[src/rtl/mult.sv]
// Sequential signed 32x32 radix-2 Booth multiplier producing the Hi/Lo pair.
// Sequenced by a 2-bit command from control and answering with a 2-bit status.
module mult (
   input  logic        Clock,
   input  logic        Reset,
   input  logic [1:0]  State,
   input  logic [31:0] Multiplicand,
   input  logic [31:0] Multiplier,
   output logic [31:0] Hi,
   output logic [31:0] Lo,
   output logic [1:0]  MulttoControl
);

   typedef enum logic [1:0] {
      CMD_NEUTRAL = 2'b00,
      CMD_LOAD    = 2'b01,
      CMD_MULT    = 2'b10,
      CMD_HOLD    = 2'b11
   } cmd_e;

   localparam logic [5:0] ITERS = 6'd32;

   logic [32:0] a_q, a_d;
   logic [31:0] q_q, q_d;
   logic        qm1_q, qm1_d;
   logic [32:0] m_q, m_d;
   logic [5:0]  cnt_q, cnt_d;
   logic [31:0] hi_q, hi_d;
   logic [31:0] lo_q, lo_d;
   logic [1:0]  stat_q, stat_d;
   logic [32:0] sum;
   cmd_e        cmd;

   assign cmd = cmd_e'(State);

   // Booth add/subtract ahead of the arithmetic shift
   always_comb begin
      sum = a_q;
      case ({q_q[0], qm1_q})
         2'b01:   sum = a_q + m_q;
         2'b10:   sum = a_q - m_q;
         default: sum = a_q;
      endcase
   end

   always_comb begin
      a_d    = a_q;
      q_d    = q_q;
      qm1_d  = qm1_q;
      m_d    = m_q;
      cnt_d  = cnt_q;
      hi_d   = hi_q;
      lo_d   = lo_q;
      stat_d = stat_q;
      case (cmd)
         CMD_NEUTRAL: begin
            cnt_d  = '0;
            stat_d = 2'b00;
         end
         CMD_LOAD: begin
            a_d    = '0;
            q_d    = Multiplier;
            qm1_d  = 1'b0;
            m_d    = {Multiplicand[31], Multiplicand};
            cnt_d  = '0;
            stat_d = 2'b00;
         end
         CMD_MULT: begin
            if (cnt_q < ITERS) begin
               // {A,Q,Qm1} >>> 1 with the accumulator sign replicated
               a_d   = {sum[32], sum[32:1]};
               q_d   = {sum[0], q_q[31:1]};
               qm1_d = q_q[0];
               cnt_d = cnt_q + 6'd1;
            end else begin
               hi_d   = a_q[31:0];
               lo_d   = q_q;
               stat_d = 2'b01;
            end
         end
         default: ;
      endcase
   end

   always_ff @(posedge Clock or negedge Reset) begin
      if (!Reset) begin
         a_q    <= '0;
         q_q    <= '0;
         qm1_q  <= 1'b0;
         m_q    <= '0;
         cnt_q  <= '0;
         hi_q   <= '0;
         lo_q   <= '0;
         stat_q <= 2'b00;
      end else begin
         a_q    <= a_d;
         q_q    <= q_d;
         qm1_q  <= qm1_d;
         m_q    <= m_d;
         cnt_q  <= cnt_d;
         hi_q   <= hi_d;
         lo_q   <= lo_d;
         stat_q <= stat_d;
      end
   end

   assign Hi            = hi_q;
   assign Lo            = lo_q;
   assign MulttoControl = stat_q;

endmodule

[config.mk]
export PLATFORM = sky130hd
export DESIGN_NAME = mult
export DESIGN_NICKNAME = d
export VERILOG_FILES = /design/src/rtl/mult.sv
export SDC_FILE = /design/constraint.sdc
export NUM_CORES = 1
export LEC_CHECK = 0
export CAP_MARGIN = 20
export CORE_ASPECT_RATIO = 0.8
export CORE_MARGIN = 5
export CORE_UTILIZATION = 50
export DETAILED_ROUTE_END_ITERATION = 10
export PLACE_DENSITY = 0.74
export SETUP_SLACK_MARGIN = 0.4
export SLEW_MARGIN = 10
export SYNTH_ARGS = -nofsm -noshare
export SYNTH_HDL_FRONTEND = slang
export SYNTH_SLANG_ARGS = --single-unit
[constraint.sdc]
create_clock -name Clock -period 6.55 [get_ports Clock]
set_input_delay 0.9825 -clock Clock [delete_from_list [all_inputs] [get_ports Clock]]
set_output_delay 0.9825 -clock Clock [all_outputs]
set_load 0.01 [all_outputs]
# Word-level counts from Yosys, hierarchy flattened
# Cells that the tools add are included.
dict set report classes {
  mul 0
  n_addsub 3
  shifts 0
  n_eq_ne 6
  n_lt_le_gt_ge 1
  muxes 11
  div 0
  reduce_logical 8
  bitwise 1
}
# op n
set ops {}
lappend ops {{case mux 33 bit (2 select lines)} 2}
lappend ops {{case mux 32 bit (2 select lines)} 1}
lappend ops {{adder 33 bit} 1}
lappend ops {{2-to-1 mux 33 bit} 1}
lappend ops {{subtractor 33 bit} 1}
lappend ops {{2-to-1 mux 32 bit} 1}
lappend ops {{case mux 6 bit (2 select lines)} 1}
lappend ops {{AND reduction 2 bit} 4}
lappend ops {{adder 6 x 1 -> 6 bit, second input constant} 1}
lappend ops {{less-than comparator 6 bit, second input constant} 1}
lappend ops {{2-to-1 mux 6 bit} 1}
lappend ops {{equality test 2 x 1 -> 1 bit, second input constant} 2}
lappend ops {{equality test 2 bit, second input constant} 2}
lappend ops {{inequality test 2 bit, second input constant} 2}
lappend ops {{case mux 2 bit (2 select lines)} 1}
lappend ops {{nonzero test 2 bit} 2}
lappend ops {{logical NOT 2 bit} 1}
lappend ops {{2-to-1 mux 2 bit} 1}
lappend ops {{case mux 1 bit (2 select lines)} 1}
lappend ops {{OR reduction 2 bit} 1}
lappend ops {{2-to-1 mux 1 bit} 1}
lappend ops {{NOT 1 bit} 1}
dict set report word_totals {
  register_bits 170
  mem_count 0
  input_bits 68
  romBits 0
  word_cells 38
  out_inout_bits 66
  latch_bits 0
  mem_bits_rw 0
}

# Longest topological paths before layout
dict set report depth {
  word_depth 4
  mapped_depth 19
  ltp_nobuf 18
}

# Least setup slack after synthesis
# Ideal clock, no wire load.
dict set report synth_timing {
  kind {reg-to-reg}
  start {reg m_q[5]}
  end {reg a_q[31]}
  stages_incl_launch_ff 20
  n_path_buf 1
  setup_time_ps 126
  synth_period_minus_slack_ps 4391
  arrival_time_ps 4265
  slack_ps 2159
  required_ps 6424
  path_cell_list {dfrtp_1 or4_4 nor4_1 nand2_1 nor4_1 nand2_1 nor2_1 a21oi_1 xnor2_1 ha_1 clkbuf_1 a21oi_1 nor2_1 a211oi_1 nand3_1 a21oi_1 o211ai_1 nand3_1 or3b_1 mux2i_1}
}
dict set report synth_via {
  elab_chain_len 4
  word_cells_on_any_way 5
  classes_between {add/sub (2); mux (3)}
}
# element line
set synth_lines {}
lappend synth_lines {{start, declared} 26} ;# logic [32:0] m_q, m_d;
lappend synth_lines {{start signal, assigned} 99} ;# m_q <= m_d;
lappend synth_lines {{subtractor 33 bit or adder 33 bit (tied branches)} {41, 40}}
lappend synth_lines {{case mux 33 bit (2 select lines) (*)} 39} ;# case ({q_q[0], qm1_q})
lappend synth_lines {{2-to-1 mux 33 bit (*)} 69} ;# if (cnt_q < ITERS) begin
lappend synth_lines {{case mux 33 bit (2 select lines) (*)} 55} ;# case (cmd)
lappend synth_lines {{end signal, assigned} 87} ;# a_q <= '0;
lappend synth_lines {{end signal, assigned} 96} ;# a_q <= a_d;
lappend synth_lines {{end, declared} 23} ;# logic [32:0] a_q, a_d;
# Every way passes the cells marked *; elsewhere a longest branch is shown, timed or not. The select of a mux whose other input is x is not followed.
# A chain may end at the register's enable or synchronous reset.

# Worst setup path in the final report
# Same ends and word-level chain as after synthesis.

==> impl_results.html <==
<table>
<tr><th>Metric</th><th>Value</th></tr>
<tr><th colspan="2">Outcome</th></tr>
<tr><td>Outcome</td><td>finished clean</td></tr>
<tr><th colspan="2">GRT</th></tr>
<tr><td>Highest-utilization routing layer at the global route stage</td><td>met2</td></tr>
<tr><td>M2 GR Usage</td><td>33.3%</td></tr>
<tr><td>Routing usage on met3</td><td>4.99%</td></tr>
<tr><td>Number of global-route vias before repair</td><td>6860</td></tr>
<tr><td>Met1 Usage GRT</td><td>28.9%</td></tr>
<tr><td>Initial antenna violation count</td><td>0</td></tr>
<tr><td>Total GRT Usage</td><td>20.6%</td></tr>
<tr><td>Wire length of the first global-routing pass</td><td>35200 um</td></tr>
<tr><td>Maximum number of pins on one net before global-route repair</td><td>109</td></tr>
<tr><td>Residual overflow from global routing</td><td>0</td></tr>
<tr><th colspan="2">Worst setup path</th></tr>
<tr><td>Most prevalent standard cell on the critical path</td><td>sky130_fd_sc_hd__a21oi_1</td></tr>
<tr><td>CP Launch Type</td><td>flop</td></tr>
<tr><td>Category of the worst setup path capture point</td><td>flop</td></tr>
<tr><td>Worst setup path category</td><td>reg -&gt; reg</td></tr>
<tr><td>Max stage delay cell, worst path</td><td>sky130_fd_sc_hd__nor4_1</td></tr>
<tr><td>Worst r2r path cells</td><td>18</td></tr>
<tr><td>Arrival time at the worst endpoint</td><td>5630 ps</td></tr>
<tr><td>Ordered list of cells on the worst path</td><td>or4_4 -&gt; nor4_1 -&gt; nand2_1 -&gt; nor4_1 -&gt; nand2_1 -&gt; nor2_1 -&gt; a21oi_1 -&gt; xnor2_1 -&gt; ha_1 -&gt; a21oi_1 -&gt; nor2_1 -&gt; a211oi_1 -&gt; nand3_1 -&gt; a21oi_1 -&gt; o211ai_1 -&gt; nand3_1 -&gt; or3b_1 -&gt; mux2i_1</td></tr>
<tr><td>Biggest fanout along the worst timing path</td><td>7</td></tr>
<tr><td>Peak per-stage delay on the critical path</td><td>670 ps</td></tr>
<tr><td>Endpoint required time on the critical path</td><td>6860 ps</td></tr>
<tr><th colspan="2">Clock network</th></tr>
<tr><td>Clock Latency Late Sink</td><td>430 ps</td></tr>
<tr><td>TritonCTS clock tree</td><td>yes</td></tr>
<tr><td>Clock buffers created by TritonCTS</td><td>17</td></tr>
<tr><td>Root cell of the clock tree</td><td>sky130_fd_sc_hd__clkbuf_16</td></tr>
<tr><td>Hold bufs inserted after CTS</td><td>0</td></tr>
<tr><td>Post-CTS setup repair buffer count</td><td>0</td></tr>
<tr><td>Cells resized by post-CTS repair</td><td>0</td></tr>
<tr><td>Number of levels in the clock H-tree</td><td>4</td></tr>
<tr><td>Clock sink count</td><td>168</td></tr>
<tr><td>Largest buffer count on any clock path</td><td>2</td></tr>
<tr><td>Clock transition at the register clock pins on the worst setup and hold paths after CTS</td><td>70 ps</td></tr>
<tr><th colspan="2">Timing</th></tr>
<tr><td>Fmax</td><td>188 MHz</td></tr>
<tr><td>Period utilization</td><td>81.3%</td></tr>
<tr><td>Actual slew at the worst max-slew pin</td><td>1030 ps</td></tr>
<tr><td>Slew Viols, Final</td><td>0</td></tr>
<tr><td>Minimum period implied by the final worst setup slack</td><td>5320 ps</td></tr>
<tr><td>Setup violators final</td><td>0</td></tr>
<tr><td>Clock Skew</td><td>9.13 ps</td></tr>
<tr><td>Fin Setup TNS</td><td>0 ps</td></tr>
<tr><td>Worst rel slew slack</td><td>31.4%</td></tr>
<tr><td>Endpoints failing hold</td><td>0</td></tr>
<tr><td>RSZ-0062 raised after global routing</td><td>false</td></tr>
<tr><th colspan="2">Logic synthesis</th></tr>
<tr><td>Unique masters post-synth</td><td>51</td></tr>
<tr><td>Sequential fraction of the synthesis area</td><td>46.2%</td></tr>
<tr><td>Synthesized netlist cell count</td><td>938</td></tr>
<tr><td>Leading register cell type out of synthesis</td><td>sky130_fd_sc_hd__dfrtp_1</td></tr>
<tr><td>Post-synth EDFFs</td><td>0</td></tr>
<tr><td>Cell area after synthesis</td><td>9090 um^2</td></tr>
<tr><td>Synth Area per Inst</td><td>9.70 um^2</td></tr>
<tr><td>Count of yosys warnings during synthesis</td><td>0</td></tr>
<tr><td>FFs w/ async S/R, synth</td><td>100%</td></tr>
<tr><td>Flip-flop and latch count after synthesis</td><td>168</td></tr>
<tr><td>Syn nets</td><td>1042</td></tr>
<tr><th colspan="2">Final layout</th></tr>
<tr><td>Fraction of final layout cells with drive strength greater than 1</td><td>10.9%</td></tr>
<tr><td>Sequential standard cell area</td><td>4200 um^2</td></tr>
<tr><td>Ant. Diodes</td><td>0</td></tr>
<tr><td>Final non-filler cell area</td><td>11200 um^2</td></tr>
<tr><td>Combined area of the multi-input logic cells</td><td>4660 um^2</td></tr>
<tr><td>Fill cell count</td><td>1548</td></tr>
<tr><td>Layout area overhead</td><td>23.4%</td></tr>
<tr><td>Number of nets in the layout</td><td>1152</td></tr>
<tr><th colspan="2">Drt</th></tr>
<tr><td>Average wire per standard cell</td><td>16.7 um</td></tr>
<tr><td>Total detailed-routing wirelength</td><td>21500 um</td></tr>
<tr><td>Initial drt markers</td><td>450</td></tr>
<tr><td>Vias after detailed routing</td><td>7134</td></tr>
<tr><td>Pre-Repair DR Iteration Count</td><td>5</td></tr>
<tr><td>Antenna viol nets, final</td><td>0</td></tr>
<tr><td>Post-detailed-route DRC marker count</td><td>0</td></tr>
<tr><td>Via count normalized by instance count</td><td>5.53</td></tr>
<tr><th colspan="2">Floorplan</th></tr>
<tr><td>Floorplan Core Area</td><td>18000 um^2</td></tr>
<tr><td>Initial Utilization</td><td>50.5%</td></tr>
<tr><td>Top Ports</td><td>134</td></tr>
<tr><td>Floorplan row count</td><td>44</td></tr>
<tr><td>Die area</td><td>21000 um^2</td></tr>
<tr><td>Vert. Die Dim</td><td>131 um</td></tr>
<tr><td>Width of the die</td><td>161 um</td></tr>
<tr><th colspan="2">Power and ir drop</th></tr>
<tr><td>Peak VDD IR</td><td>245 uV</td></tr>
<tr><td>Post-layout total power</td><td>3.94 mW</td></tr>
<tr><td>Leakage power total</td><td>5.07 nW</td></tr>
<tr><td>Power density over cell area</td><td>351 nW/um^2</td></tr>
<tr><th colspan="2">Placed design</th></tr>
<tr><td>Weighted congestion at the end of routability-driven global placement</td><td>0.895</td></tr>
<tr><td>Detailed placer's ending HPWL</td><td>15300 um</td></tr>
<tr><td>Port-buffer cells</td><td>132</td></tr>
<tr><td>Dpl cell area</td><td>10600 um^2</td></tr>
<tr><th colspan="2">Min path</th></tr>
<tr><td>Worst hold stages</td><td>2</td></tr>
<tr><td>Type of the tightest min-delay check</td><td>reg -&gt; reg</td></tr>
<tr><th colspan="2">Run</th></tr>
<tr><td>Max capacitance violation total</td><td>0</td></tr>
</table>
-- Yosys cell counts (all sizes together), types with 2 or more instances --
cell type / count / area (um^2)
dfrtp: 168 / 4200
nand2: 147 / 552
o21ai: 87 / 435
mux2: 63 / 709
a21oi: 60 / 300
nor2: 50 / 188
xnor2: 48 / 420
clkbuf: 46 / 173
nand3: 41 / 205
mux2i: 40 / 400
ha: 35 / 438
inv: 16 / 60.1
nor3: 15 / 75.1
xor2: 15 / 131
a21o: 10 / 75.1
a31oi: 10 / 62.6
o211ai: 10 / 75.1
nand2b: 7 / 43.8
nor2b: 7 / 43.8
a211oi: 6 / 45.0
and2: 6 / 40.0
nand4: 6 / 37.5
nor3b: 5 / 42.5
buf: 4 / 18.8
nor4: 4 / 25.0
o21a: 4 / 30.0
a32oi: 3 / 26.3
o21bai: 3 / 22.5
o31a: 2 / 17.5
o31ai: 2 / 15.0
or4: 2 / 18.8
-- metal layers --
| layer | routed length [um] | vias to the layer above | share of wire (%) |
|---|---|---|---|
| met1 | 10300 | 3460 | 48 |
| met2 | 10000 | 148 | 47 |
| met4 | 174 | 0 | 0.81 |
| li1 | - | 3507 | - |
| met5 | 0 | - | 0 |
| met3 | 1040 | 19 | 4.8 |
-- layout make-up --
cell class	instances	area share, %
clock inverter	15	1.68
multi-input combinational	704	41.6
sequential	168	37.5
clock buffer	17	3.79
timing repair buffer	141	12.4
inverter	16	0.535
tap	230	2.56
-- logic make-up (layout without fill, tap and decap cells) --
group / count (synthesis) / count (layout) / share of synthesized area (%)
muxes: 103 / 103 / 12.2
xor gates and xnor gates: 63 / 63 / 6.07
DFF: 168 / 168 / 46.2
other: 1 / 1 / 0.0412
buffers and inverters: 66 / 189 / 2.77
adders and majority gates: 36 / 36 / 5.04
AOI/OAI and AO/OA: 205 / 205 / 13.0
and+or+nand+nor: 296 / 296 / 14.7
-- through the flow --
stage               hold slack [ps]  utilization (%)  worst slack, ps  std cells
finish                          501             62.3             1230       1291
global placement                465             58.9             1540       1259
CTS                             505             62.3             1310       1291
detailed placement              474             58.9             1350       1259
floorplan                       467                -             2160        938
global route                    519             62.3              863       1291
-- registers in the layout, summed over array words and instances, names as in the netlist --
register	count
Hi	32
Lo	32
MulttoControl	1
a_q	32
cnt_q	6
m_q	32
q_q	32
qm1_q	1
-- critical path, delay by kind of cell, from the launching register on --
family | cells | cell delay [ps]
and+or+nand+nor | 10 | 3010
adders and majority gates | 1 | 370
AOI/OAI and AO/OA | 5 | 1150
DFF | 1 | 410
muxes | 1 | 140
xor gates and xnor gates | 1 | 150
-- where the power goes --
group	total (mW)	switching (mW)	internal, mW
clock	1.05	0.446	0.609
combinational	1.50	0.846	0.656
sequential	1.39	0.191	1.20
total	3.94	1.48	2.46
-- cells in the final DEF (no fill, tap or decap), types with 7 or more instances in the layout --
master                            count
sky130_fd_sc_hd__o21ai_0             87
sky130_fd_sc_hd__ha_1                35
sky130_fd_sc_hd__nor2_1              49
sky130_fd_sc_hd__xor2_1              15
sky130_fd_sc_hd__dfrtp_1            168
sky130_fd_sc_hd__nand2_1            146
sky130_fd_sc_hd__clkdlybuf4s50_1    131
sky130_fd_sc_hd__a21oi_1             60
sky130_fd_sc_hd__a31oi_1             10
sky130_fd_sc_hd__clkbuf_16           17
sky130_fd_sc_hd__a21o_1              10
sky130_fd_sc_hd__nor3_1              15
sky130_fd_sc_hd__mux2i_1             40
sky130_fd_sc_hd__xnor2_1             48
sky130_fd_sc_hd__o211ai_1            10
sky130_fd_sc_hd__buf_4                9
sky130_fd_sc_hd__nand2b_1             7
sky130_fd_sc_hd__nand3_1             41
sky130_fd_sc_hd__inv_1               16
sky130_fd_sc_hd__mux2_2              63
-- path summary, 6_finish.rpt --
path                               startpoint                           end  slack [ps]
setup reg to reg           m_q[5]$_DFFE_PN0P_           a_q[31]$_DFFE_PN0P_        1230
setup / recovery           m_q[5]$_DFFE_PN0P_           a_q[31]$_DFFE_PN0P_        1230
min in group asynchronous               Reset             Lo[8]$_DFFE_PN0P_         670
hold reg to reg             Hi[0]$_DFFE_PN0P_             Hi[0]$_DFFE_PN0P_         500
max in group asynchronous               Reset  MulttoControl[0]$_DFFE_PN0P_        4470
hold / removal              Hi[0]$_DFFE_PN0P_             Hi[0]$_DFFE_PN0P_         500
(Power assumes the default switching activity.)
